--- config.mk ---
export PLATFORM = sky130hd
export DESIGN_NAME = pic_ctrl
export DESIGN_NICKNAME = d
export VERILOG_FILES = /design/src/rtl/pic_pkg.sv /design/src/rtl/pic_stack.sv /design/src/rtl/pic_ctrl.sv
export SDC_FILE = /design/constraint.sdc
export NUM_CORES = 1
export LEC_CHECK = 0
export BUFFER_PORTS_ARGS = -buffer_cell sky130_fd_sc_hd__clkbuf_2
export CAP_MARGIN = 20
export CORE_MARGIN = 4
export CORE_UTILIZATION = 30
export DETAILED_ROUTE_END_ITERATION = 12
export GPL_ROUTABILITY_DRIVEN = 0
export GPL_TIMING_DRIVEN = 1
export PLACE_DENSITY_LB_ADDON = 0.25
export SLEW_MARGIN = 0
export SYNTH_ARGS = -nofsm -noshare
export SYNTH_HDL_FRONTEND = slang
export SYNTH_SLANG_ARGS = --single-unit
export TNS_END_PERCENT = 1
--- constraint.sdc ---
create_clock -name clk -period 4.2 [get_ports clk]
set_input_delay 0.21 -clock clk [delete_from_list [all_inputs] [get_ports clk]]
set_output_delay 0.21 -clock clk [all_outputs]
set_load 0.01 [all_outputs]
--- src/rtl/pic_pkg.sv ---
// Shared definitions for the PIC16C5x-style sequencer: ALU operation codes,
// 12-bit opcode masks/patterns, FSM state encoding and the default PC width.
package pic_pkg;

   localparam int PC_W_DEFAULT = 9;

   localparam logic [3:0] ALUOP_ADD        = 4'd0;
   localparam logic [3:0] ALUOP_SUB        = 4'd1;
   localparam logic [3:0] ALUOP_AND        = 4'd2;
   localparam logic [3:0] ALUOP_OR         = 4'd3;
   localparam logic [3:0] ALUOP_XOR        = 4'd4;
   localparam logic [3:0] ALUOP_COM        = 4'd5;
   localparam logic [3:0] ALUOP_ROR        = 4'd6;
   localparam logic [3:0] ALUOP_ROL        = 4'd7;
   localparam logic [3:0] ALUOP_SWAP       = 4'd8;
   localparam logic [3:0] ALUOP_PASSA      = 4'd9;
   localparam logic [3:0] ALUOP_PASSB      = 4'd10;
   localparam logic [3:0] ALUOP_BITCLR     = 4'd11;
   localparam logic [3:0] ALUOP_BITSET     = 4'd12;
   localparam logic [3:0] ALUOP_BITTESTCLR = 4'd13;
   localparam logic [3:0] ALUOP_BITTESTSET = 4'd14;

   // Masks select the opcode bits of each instruction class
   localparam logic [11:0] MASK_3 = 12'hE00;
   localparam logic [11:0] MASK_4 = 12'hF00;
   localparam logic [11:0] MASK_6 = 12'hFC0;
   localparam logic [11:0] MASK_7 = 12'hFE0;

   localparam logic [11:0] OP_MOVWF  = 12'h020;
   localparam logic [11:0] OP_CLRW   = 12'h040;
   localparam logic [11:0] OP_CLRF   = 12'h060;
   localparam logic [11:0] OP_SUBWF  = 12'h080;
   localparam logic [11:0] OP_DECF   = 12'h0C0;
   localparam logic [11:0] OP_IORWF  = 12'h100;
   localparam logic [11:0] OP_ANDWF  = 12'h140;
   localparam logic [11:0] OP_XORWF  = 12'h180;
   localparam logic [11:0] OP_ADDWF  = 12'h1C0;
   localparam logic [11:0] OP_MOVF   = 12'h200;
   localparam logic [11:0] OP_COMF   = 12'h240;
   localparam logic [11:0] OP_INCF   = 12'h280;
   localparam logic [11:0] OP_DECFSZ = 12'h2C0;
   localparam logic [11:0] OP_RRF    = 12'h300;
   localparam logic [11:0] OP_RLF    = 12'h340;
   localparam logic [11:0] OP_SWAPF  = 12'h380;
   localparam logic [11:0] OP_INCFSZ = 12'h3C0;
   localparam logic [11:0] OP_BCF    = 12'h400;
   localparam logic [11:0] OP_BSF    = 12'h500;
   localparam logic [11:0] OP_BTFSC  = 12'h600;
   localparam logic [11:0] OP_BTFSS  = 12'h700;
   localparam logic [11:0] OP_RETLW  = 12'h800;
   localparam logic [11:0] OP_CALL   = 12'h900;
   localparam logic [11:0] OP_GOTO   = 12'hA00;
   localparam logic [11:0] OP_MOVLW  = 12'hC00;
   localparam logic [11:0] OP_IORLW  = 12'hD00;
   localparam logic [11:0] OP_ANDLW  = 12'hE00;
   localparam logic [11:0] OP_XORLW  = 12'hF00;

   typedef enum logic {
      ST_FETCH = 1'b0,
      ST_EXEC  = 1'b1
   } state_t;

   function automatic logic is_op(input logic [11:0] ir, input logic [11:0] mask,
                                  input logic [11:0] pat);
      return (ir & mask) == pat;
   endfunction

endpackage

--- src/rtl/pic_stack.sv ---
// Two-entry hardware return stack; overflow drops the oldest entry and
// underflow keeps returning the bottom entry.
module pic_stack #(
   parameter int PC_W = 9
) (
   input  logic            clk,
   input  logic            rst_n,
   input  logic            push,
   input  logic            pop,
   input  logic [PC_W-1:0] push_data,
   output logic [PC_W-1:0] top
);

   logic [PC_W-1:0] s0_q, s0_d;
   logic [PC_W-1:0] s1_q, s1_d;

   always_comb begin
      s0_d = s0_q;
      s1_d = s1_q;
      if (push) begin
         s1_d = s0_q;
         s0_d = push_data;
      end else if (pop) begin
         s0_d = s1_q;
      end
   end

   always_ff @(posedge clk or negedge rst_n) begin
      if (!rst_n) begin
         s0_q <= '0;
         s1_q <= '0;
      end else begin
         s0_q <= s0_d;
         s1_q <= s1_d;
      end
   end

   assign top = s0_q;

endmodule

--- src/rtl/pic_ctrl.sv ---
// Two-cycle fetch/execute sequencer and decoder for a PIC16C5x-style core;
// owns PC, W, C/Z, the skip flag and the return stack.
module pic_ctrl import pic_pkg::*; #(
   parameter int              PC_W         = PC_W_DEFAULT,
   parameter logic [PC_W-1:0] RESET_VECTOR = PC_W'(9'h1FF)
) (
   input  logic            clk,
   input  logic            rst_n,
   input  logic            en,
   output logic [PC_W-1:0] prog_addr,
   output logic            prog_rd,
   input  logic [11:0]     prog_data,
   output logic [3:0]      alu_op,
   output logic [7:0]      alu_a,
   output logic [7:0]      alu_b,
   output logic            alu_cin,
   input  logic [7:0]      alu_res,
   input  logic            alu_cout,
   input  logic            alu_zero,
   output logic [4:0]      reg_addr,
   input  logic [7:0]      reg_rdata,
   output logic [7:0]      reg_wdata,
   output logic            reg_we,
   output logic [7:0]      w_out,
   output logic            status_c,
   output logic            status_z,
   output logic            retire
);

   state_t          state_q, state_d;
   logic [PC_W-1:0] pc_q, pc_d, pc_inc, stk_top;
   logic [7:0]      w_q, w_d;
   logic            c_q, c_d, z_q, z_d, skip_q, skip_d;
   logic            stk_push, stk_pop;
   logic            dst_f, dst_w, file_dst, upd_c, upd_z, skip_op;
   logic            op_goto, op_call, op_retlw;
   logic [11:0]     ir;

   assign ir     = prog_data;
   assign pc_inc = pc_q + PC_W'(1);

   pic_stack #(.PC_W(PC_W)) u_stack (
      .clk       (clk),
      .rst_n     (rst_n),
      .push      (stk_push),
      .pop       (stk_pop),
      .push_data (pc_inc),
      .top       (stk_top)
   );

   // Decode: ALU setup plus which results this instruction commits
   always_comb begin
      alu_op    = ALUOP_PASSA;
      alu_a     = reg_rdata;
      alu_b     = w_q;
      dst_f     = 1'b0;
      dst_w     = 1'b0;
      file_dst  = 1'b0;
      upd_c     = 1'b0;
      upd_z     = 1'b0;
      skip_op   = 1'b0;
      op_goto   = 1'b0;
      op_call   = 1'b0;
      op_retlw  = 1'b0;
      if (is_op(ir, MASK_7, OP_MOVWF)) begin
         alu_op = ALUOP_PASSB; dst_f = 1'b1;
      end else if (is_op(ir, MASK_7, OP_CLRW)) begin
         alu_op = ALUOP_PASSB; alu_b = 8'h00; dst_w = 1'b1; upd_z = 1'b1;
      end else if (is_op(ir, MASK_7, OP_CLRF)) begin
         alu_op = ALUOP_PASSB; alu_b = 8'h00; dst_f = 1'b1; upd_z = 1'b1;
      end else if (is_op(ir, MASK_6, OP_SUBWF)) begin
         alu_op = ALUOP_SUB; file_dst = 1'b1; upd_c = 1'b1; upd_z = 1'b1;
      end else if (is_op(ir, MASK_6, OP_DECF)) begin
         alu_op = ALUOP_SUB; alu_b = 8'h01; file_dst = 1'b1; upd_z = 1'b1;
      end else if (is_op(ir, MASK_6, OP_IORWF)) begin
         alu_op = ALUOP_OR; file_dst = 1'b1; upd_z = 1'b1;
      end else if (is_op(ir, MASK_6, OP_ANDWF)) begin
         alu_op = ALUOP_AND; file_dst = 1'b1; upd_z = 1'b1;
      end else if (is_op(ir, MASK_6, OP_XORWF)) begin
         alu_op = ALUOP_XOR; file_dst = 1'b1; upd_z = 1'b1;
      end else if (is_op(ir, MASK_6, OP_ADDWF)) begin
         alu_op = ALUOP_ADD; file_dst = 1'b1; upd_c = 1'b1; upd_z = 1'b1;
      end else if (is_op(ir, MASK_6, OP_MOVF)) begin
         alu_op = ALUOP_PASSA; file_dst = 1'b1; upd_z = 1'b1;
      end else if (is_op(ir, MASK_6, OP_COMF)) begin
         alu_op = ALUOP_COM; file_dst = 1'b1; upd_z = 1'b1;
      end else if (is_op(ir, MASK_6, OP_INCF)) begin
         alu_op = ALUOP_ADD; alu_b = 8'h01; file_dst = 1'b1; upd_z = 1'b1;
      end else if (is_op(ir, MASK_6, OP_DECFSZ)) begin
         alu_op = ALUOP_SUB; alu_b = 8'h01; file_dst = 1'b1; skip_op = 1'b1;
      end else if (is_op(ir, MASK_6, OP_RRF)) begin
         alu_op = ALUOP_ROR; file_dst = 1'b1; upd_c = 1'b1;
      end else if (is_op(ir, MASK_6, OP_RLF)) begin
         alu_op = ALUOP_ROL; file_dst = 1'b1; upd_c = 1'b1;
      end else if (is_op(ir, MASK_6, OP_SWAPF)) begin
         alu_op = ALUOP_SWAP; file_dst = 1'b1;
      end else if (is_op(ir, MASK_6, OP_INCFSZ)) begin
         alu_op = ALUOP_ADD; alu_b = 8'h01; file_dst = 1'b1; skip_op = 1'b1;
      end else if (is_op(ir, MASK_4, OP_BCF)) begin
         alu_op = ALUOP_BITCLR; alu_b = ir[7:0]; dst_f = 1'b1;
      end else if (is_op(ir, MASK_4, OP_BSF)) begin
         alu_op = ALUOP_BITSET; alu_b = ir[7:0]; dst_f = 1'b1;
      end else if (is_op(ir, MASK_4, OP_BTFSC)) begin
         alu_op = ALUOP_BITTESTCLR; alu_b = ir[7:0]; skip_op = 1'b1;
      end else if (is_op(ir, MASK_4, OP_BTFSS)) begin
         alu_op = ALUOP_BITTESTSET; alu_b = ir[7:0]; skip_op = 1'b1;
      end else if (is_op(ir, MASK_4, OP_RETLW)) begin
         op_retlw = 1'b1;
      end else if (is_op(ir, MASK_4, OP_CALL)) begin
         op_call = 1'b1;
      end else if (is_op(ir, MASK_3, OP_GOTO)) begin
         op_goto = 1'b1;
      end else if (is_op(ir, MASK_4, OP_MOVLW)) begin
         alu_op = ALUOP_PASSB; alu_a = w_q; alu_b = ir[7:0]; dst_w = 1'b1;
      end else if (is_op(ir, MASK_4, OP_IORLW)) begin
         alu_op = ALUOP_OR; alu_a = w_q; alu_b = ir[7:0]; dst_w = 1'b1; upd_z = 1'b1;
      end else if (is_op(ir, MASK_4, OP_ANDLW)) begin
         alu_op = ALUOP_AND; alu_a = w_q; alu_b = ir[7:0]; dst_w = 1'b1; upd_z = 1'b1;
      end else if (is_op(ir, MASK_4, OP_XORLW)) begin
         alu_op = ALUOP_XOR; alu_a = w_q; alu_b = ir[7:0]; dst_w = 1'b1; upd_z = 1'b1;
      end
      if (file_dst) begin
         dst_f = ir[5];
         dst_w = !ir[5];
      end
   end

   // Commit on the enabled EXEC edge; a pending skip turns this EXEC into a NOP
   always_comb begin
      state_d  = state_q;
      pc_d     = pc_q;
      w_d      = w_q;
      c_d      = c_q;
      z_d      = z_q;
      skip_d   = skip_q;
      stk_push = 1'b0;
      stk_pop  = 1'b0;
      if (en) begin
         if (state_q == ST_FETCH) begin
            state_d = ST_EXEC;
         end else begin
            state_d = ST_FETCH;
            pc_d    = pc_inc;
            skip_d  = 1'b0;
            if (!skip_q) begin
               if (dst_w)    w_d = alu_res;
               if (op_retlw) w_d = ir[7:0];
               if (upd_c)    c_d = alu_cout;
               if (upd_z)    z_d = alu_zero;
               skip_d = skip_op & alu_zero;
               if (op_goto) pc_d = PC_W'(ir[8:0]);
               if (op_call) begin
                  stk_push = 1'b1;
                  pc_d     = PC_W'(ir[7:0]);
               end
               if (op_retlw) begin
                  stk_pop = 1'b1;
                  pc_d    = stk_top;
               end
            end
         end
      end
   end

   always_ff @(posedge clk or negedge rst_n) begin
      if (!rst_n) begin
         state_q <= ST_FETCH;
         pc_q    <= RESET_VECTOR;
         w_q     <= 8'h00;
         c_q     <= 1'b0;
         z_q     <= 1'b0;
         skip_q  <= 1'b0;
      end else begin
         state_q <= state_d;
         pc_q    <= pc_d;
         w_q     <= w_d;
         c_q     <= c_d;
         z_q     <= z_d;
         skip_q  <= skip_d;
      end
   end

   assign prog_addr = pc_q;
   assign prog_rd   = (state_q == ST_FETCH);
   assign alu_cin   = c_q;
   assign reg_addr  = ir[4:0];
   assign reg_wdata = alu_res;
   assign reg_we    = (state_q == ST_EXEC) && en && !skip_q && dst_f;
   assign retire    = (state_q == ST_EXEC) && en;
   assign w_out     = w_q;
   assign status_c  = c_q;
   assign status_z  = z_q;

endmodule

==> flow_summary.html <==
<table>
<tr><th>Metric</th><th>Value</th></tr>
<tr><th colspan="2">Outcome</th></tr>
<tr><td>Run status</td><td>completed</td></tr>
<tr><th colspan="2">Global routing</th></tr>
<tr><td>Maximum number of pins on one net before global-route repair</td><td>40</td></tr>
<tr><td>Number of global-route vias before repair</td><td>2173</td></tr>
<tr><td>First-pass GRT wire length</td><td>11300 um</td></tr>
<tr><td>Antenna violations before repair</td><td>0</td></tr>
<tr><td>Overflow after GRT</td><td>0</td></tr>
<tr><td>Total routing resource utilization after global routing</td><td>13.61%</td></tr>
<tr><th colspan="2">Clock tree</th></tr>
<tr><td># H-tree levels</td><td>2</td></tr>
<tr><td>Number of gates given a new drive strength after cts</td><td>0</td></tr>
<tr><td>Worst skew pair latency</td><td>290 ps</td></tr>
<tr><td>Clock tree from TritonCTS</td><td>done</td></tr>
<tr><td>Clock Tree Buf Depth</td><td>2</td></tr>
<tr><td>CTS clock-pin slew for the worst setup and hold paths</td><td>70 ps</td></tr>
<tr><td>TritonCTS buffer count</td><td>5</td></tr>
<tr><td>Clock root buffer</td><td>clkbuf_8</td></tr>
<tr><td>Clock sink total</td><td>39</td></tr>
<tr><th colspan="2">Floorplan</th></tr>
<tr><td>Vertical extent of the die</td><td>103.3 um</td></tr>
<tr><td>Die area</td><td>10660 um^2</td></tr>
<tr><td>Standard-cell row count</td><td>34</td></tr>
<tr><td>Floorplan Core Area</td><td>8763 um^2</td></tr>
<tr><td>I/O Pins</td><td>89</td></tr>
<tr><td>Horiz. Die Dim</td><td>103.3 um</td></tr>
<tr><td>Starting utilization of the core area</td><td>31.07%</td></tr>
<tr><th colspan="2">STA</th></tr>
<tr><td>Worst path setup slack after routing</td><td>1753 ps</td></tr>
<tr><td>Max frequency</td><td>0.4087 GHz</td></tr>
<tr><td>Unrepaired setup endpoints after global routing</td><td>false</td></tr>
<tr><td>Final number of hold-violating endpoints</td><td>0</td></tr>
<tr><td>Sum of negative setup slack</td><td>0 ps</td></tr>
<tr><td>Number of slew-limit violations in the final report</td><td>0</td></tr>
<tr><td>Final worst-path cycle share</td><td>58.25%</td></tr>
<tr><td>Worst hold slack</td><td>123.5 ps</td></tr>
<tr><td>Setup-failing EPs final</td><td>0</td></tr>
<tr><td>Slew at the pin closest to its max-slew limit</td><td>881.0 ps</td></tr>
<tr><td>Maximum clock skew at final layout</td><td>6.594 ps</td></tr>
<tr><td>Slew Limit Headroom</td><td>41.05%</td></tr>
<tr><td>Minimum clock period after layout</td><td>2447 ps</td></tr>
<tr><th colspan="2">Cells and area</th></tr>
<tr><td>Area added between synthesis and finish</td><td>19.76%</td></tr>
<tr><td>Post-layout util</td><td>37.21%</td></tr>
<tr><td>Sequential Area</td><td>987.2 um^2</td></tr>
<tr><td>Antenna Diode Count</td><td>0</td></tr>
<tr><td>Share of cells above drive strength 1</td><td>43.60%</td></tr>
<tr><td>Net total in the final layout</td><td>377</td></tr>
<tr><td>Layout filler cell count</td><td>886</td></tr>
<tr><td>Layout Cell Area excl Fill</td><td>3261 um^2</td></tr>
<tr><td>Area used by multi-input combinational logic</td><td>1498 um^2</td></tr>
<tr><th colspan="2">Flow run</th></tr>
<tr><td>Max-capacitance violation count</td><td>0</td></tr>
<tr><th colspan="2">Yosys</th></tr>
<tr><td>Mean area per synthesized cell</td><td>9.689 um^2</td></tr>
<tr><td>Post-synthesis sequential element count</td><td>39</td></tr>
<tr><td>Top FF cell, synth</td><td>dfrtp_1</td></tr>
<tr><td>Area share of the largest cell type after synthesis</td><td>27.57%</td></tr>
<tr><td>Library cell occupying the most area in the post-synthesis netlist</td><td>dfrtp_1</td></tr>
<tr><td>Count of distinct cell types in the synthesized netlist</td><td>57</td></tr>
<tr><td>Post-synthesis async set-or-reset flop share</td><td>100.0%</td></tr>
<tr><td>Share of synthesized area occupied by flip-flops and latches</td><td>36.26%</td></tr>
<tr><td>Number of warnings printed during yosys synthesis</td><td>0</td></tr>
<tr><td>Cell area after synthesis</td><td>2723 um^2</td></tr>
<tr><td>Cell with the most instances after synthesis</td><td>mux2_2</td></tr>
<tr><td>Mapped Nets</td><td>315</td></tr>
<tr><td>Number of enable-type register cells in the synthesized netlist</td><td>0</td></tr>
<tr><td>Number of standard cells after synthesis</td><td>281</td></tr>
<tr><td>Top post-synthesis cells by area</td><td>dfrtp_1 28%, mux2_2 15%, dfstp_2 8.7%</td></tr>
<tr><td>Most frequent cells after synthesis</td><td>36 x mux2_2, 30 x dfrtp_1, 23 x o21ai_0, 17 x nand2_1, 15 x buf_4</td></tr>
<tr><th colspan="2">Worst setup path</th></tr>
<tr><td>Kind of start point of the critical path</td><td>input pin</td></tr>
<tr><td>Setup Crit Path Kind</td><td>input pin to output pin</td></tr>
<tr><td>Sort of element at the end of the critical path</td><td>output pin</td></tr>
<tr><td>Worst setup slack for register-to-register paths</td><td>1940 ps</td></tr>
<tr><td>Largest fanout of any net on the critical path</td><td>20</td></tr>
<tr><td>Startpoint of the worst-slack reg-to-reg timing path</td><td>state_q</td></tr>
<tr><td>Critical Path RT</td><td>3990 ps</td></tr>
<tr><td>Signal arrival time at the worst endpoint</td><td>2240 ps</td></tr>
<tr><td>Number of cells on the worst reg-to-reg path</td><td>4</td></tr>
<tr><td>Critical R2R Capture</td><td>u_stack.s1_q[2]</td></tr>
<tr><td>CP Launch Point</td><td>prog_data[8]</td></tr>
<tr><td>Capture point of the critical path</td><td>alu_op[1]</td></tr>
<tr><th colspan="2">Pwr</th></tr>
<tr><td>Switching fraction of total power</td><td>36.40%</td></tr>
<tr><td>Leakage power</td><td>1.497 nW</td></tr>
<tr><td>Part of the power in combinational logic</td><td>36.9%</td></tr>
<tr><td>Portion of total power attributed to the clock network</td><td>22.9%</td></tr>
<tr><td>Total power divided by cell area</td><td>496.0 nW/um^2</td></tr>
<tr><td>Switching component of the power</td><td>588.7 uW</td></tr>
<tr><td>Internal power</td><td>1.029 mW</td></tr>
<tr><td>Worst voltage drop across the vdd grid</td><td>0.0001372 V</td></tr>
<tr><td>Share of total power in sequential cells</td><td>40.2%</td></tr>
<tr><th colspan="2">Detailed routing</th></tr>
<tr><td>Post-Route WL</td><td>7341 um</td></tr>
<tr><td>Iter 0 DRT Violations</td><td>95</td></tr>
<tr><td>Drt wl/cell</td><td>16.24 um</td></tr>
<tr><td>Number of iterations in the first detailed-routing pass</td><td>4</td></tr>
<tr><td>Remaining number of nets flagged by the antenna check after routing</td><td>0</td></tr>
<tr><td>Total number of vias</td><td>2363</td></tr>
<tr><td>Post-route DRC</td><td>0</td></tr>
<tr><td>Drt via density</td><td>5.228</td></tr>
<tr><th colspan="2">Place</th></tr>
<tr><td>HPWL after detailed placement</td><td>5480 um</td></tr>
<tr><td>Area of placed instances</td><td>3094 um^2</td></tr>
<tr><td>Pre-CTS setup slack</td><td>1754 ps</td></tr>
<tr><td>Buffers on Ports</td><td>88</td></tr>
<tr><th colspan="2">Hold path</th></tr>
<tr><td>Classification of the worst-slack hold path</td><td>input pin to flip-flop</td></tr>
</table>
==> registers in the layout, summed over array words and instances (netlist names) <==
signal,cells
alu_cin,1
u_stack.s1_q,9
prog_addr,9
u_stack.top,9
skip_q,1
state_q,1
status_z,1
w_out,8
==> metrics by stage <==
step	total power [mW]	std cells
floorplan	1.016	281
global placement	1.261	442
detailed placement	1.262	442
CTS	1.639	450
global route	1.734	452
finish	1.617	452
==> routing by layer <==
layer | wire [um] | GRT usage [%] | vias up
met5 | 0 | 0 | -
met4 | 97 | 3.685 | 0
met3 | 320 | 2.951 | 11
met2 | 3705 | 22.25 | 51
met1 | 3219 | 18.25 | 1155
li1 | - | - | 1146
==> cell type report <==
| type | count | area share, % |
|---|---|---|
| inverter | 9 | 1.036 |
| sequential | 39 | 30.28 |
| clock buffer | 5 | 2.111 |
| timing repair buffer | 90 | 14.43 |
| tap | 108 | 4.144 |
| multi-input combinational | 198 | 45.93 |
| clock inverter | 3 | 2.072 |
==> critical path, stage by stage <==
cell	delay (ps)
clkbuf_2	270
nor2_1	770
o21ai_0	280
nor4_1	400
a221o_1	180
clkbuf_2	130
==> placed cells by master, fill, tap and decap left out, drive strengths merged, types with 2 or more instances in the layout <==
| master | instances |
|---|---|
| inv | 8 |
| clkbuf | 93 |
| nor3 | 3 |
| a311oi | 3 |
| a22o | 6 |
| a22oi | 5 |
| a31oi | 3 |
| a21o | 5 |
| dfstp | 9 |
| xor2 | 4 |
| xnor2 | 4 |
| mux2i | 11 |
| o21bai | 2 |
| bufinv | 2 |
| a2bb2oi | 2 |
| nand2b | 3 |
| nor4 | 5 |
| nor2 | 13 |
| nand2 | 17 |
| a21oi | 10 |
| nand3 | 11 |
| mux2 | 37 |
| dfrtp | 30 |
| o21ai | 23 |
| o22ai | 5 |
| nand4 | 3 |
==> cells by family after synthesis <==
kind of cell / count (synthesis) / share of synthesized area (%)
AOI/OAI and AO/OA: 76 / 18.98
xor gates and xnor gates: 8 / 2.573
adders and majority gates: 2 / 0.8271
buffers and inverters: 44 / 8.732
DFF: 39 / 36.26
muxes: 48 / 19.35
and+or+nand+nor: 64 / 13.28
==> worst min path at each step <==
| stage | startpoint | end | slack, ps | depth (start not counted) |
|---|---|---|---|---|
| final | en | state_q | 120 | 2 |
| after CTS | rst_n | alu_cin | 100 | 1 |
| after global placement | rst_n | alu_cin | 430 | 1 |
| after detailed placement | rst_n | alu_cin | 420 | 1 |
| after global routing | en | state_q | 120 | 2 |
| after floorplan | rst_n | alu_cin | -90 | 0 |
==> timing repair <==
item	CTS	global route
hold buffers	0	1
setup buffers	0	0
hold endpoints to repair	0	30
==> power by group through the flow <==
stage / combinational, mW / clock (mW) / sequential [mW]
floorplan: 0.361 / 0 / 0.654
finish: 0.597 / 0.370 / 0.650
global route: 0.662 / 0.403 / 0.669
CTS: 0.607 / 0.381 / 0.651
global placement: 0.605 / 0 / 0.656
detailed placement: 0.605 / 0 / 0.657
(Power assumes the default switching activity.)
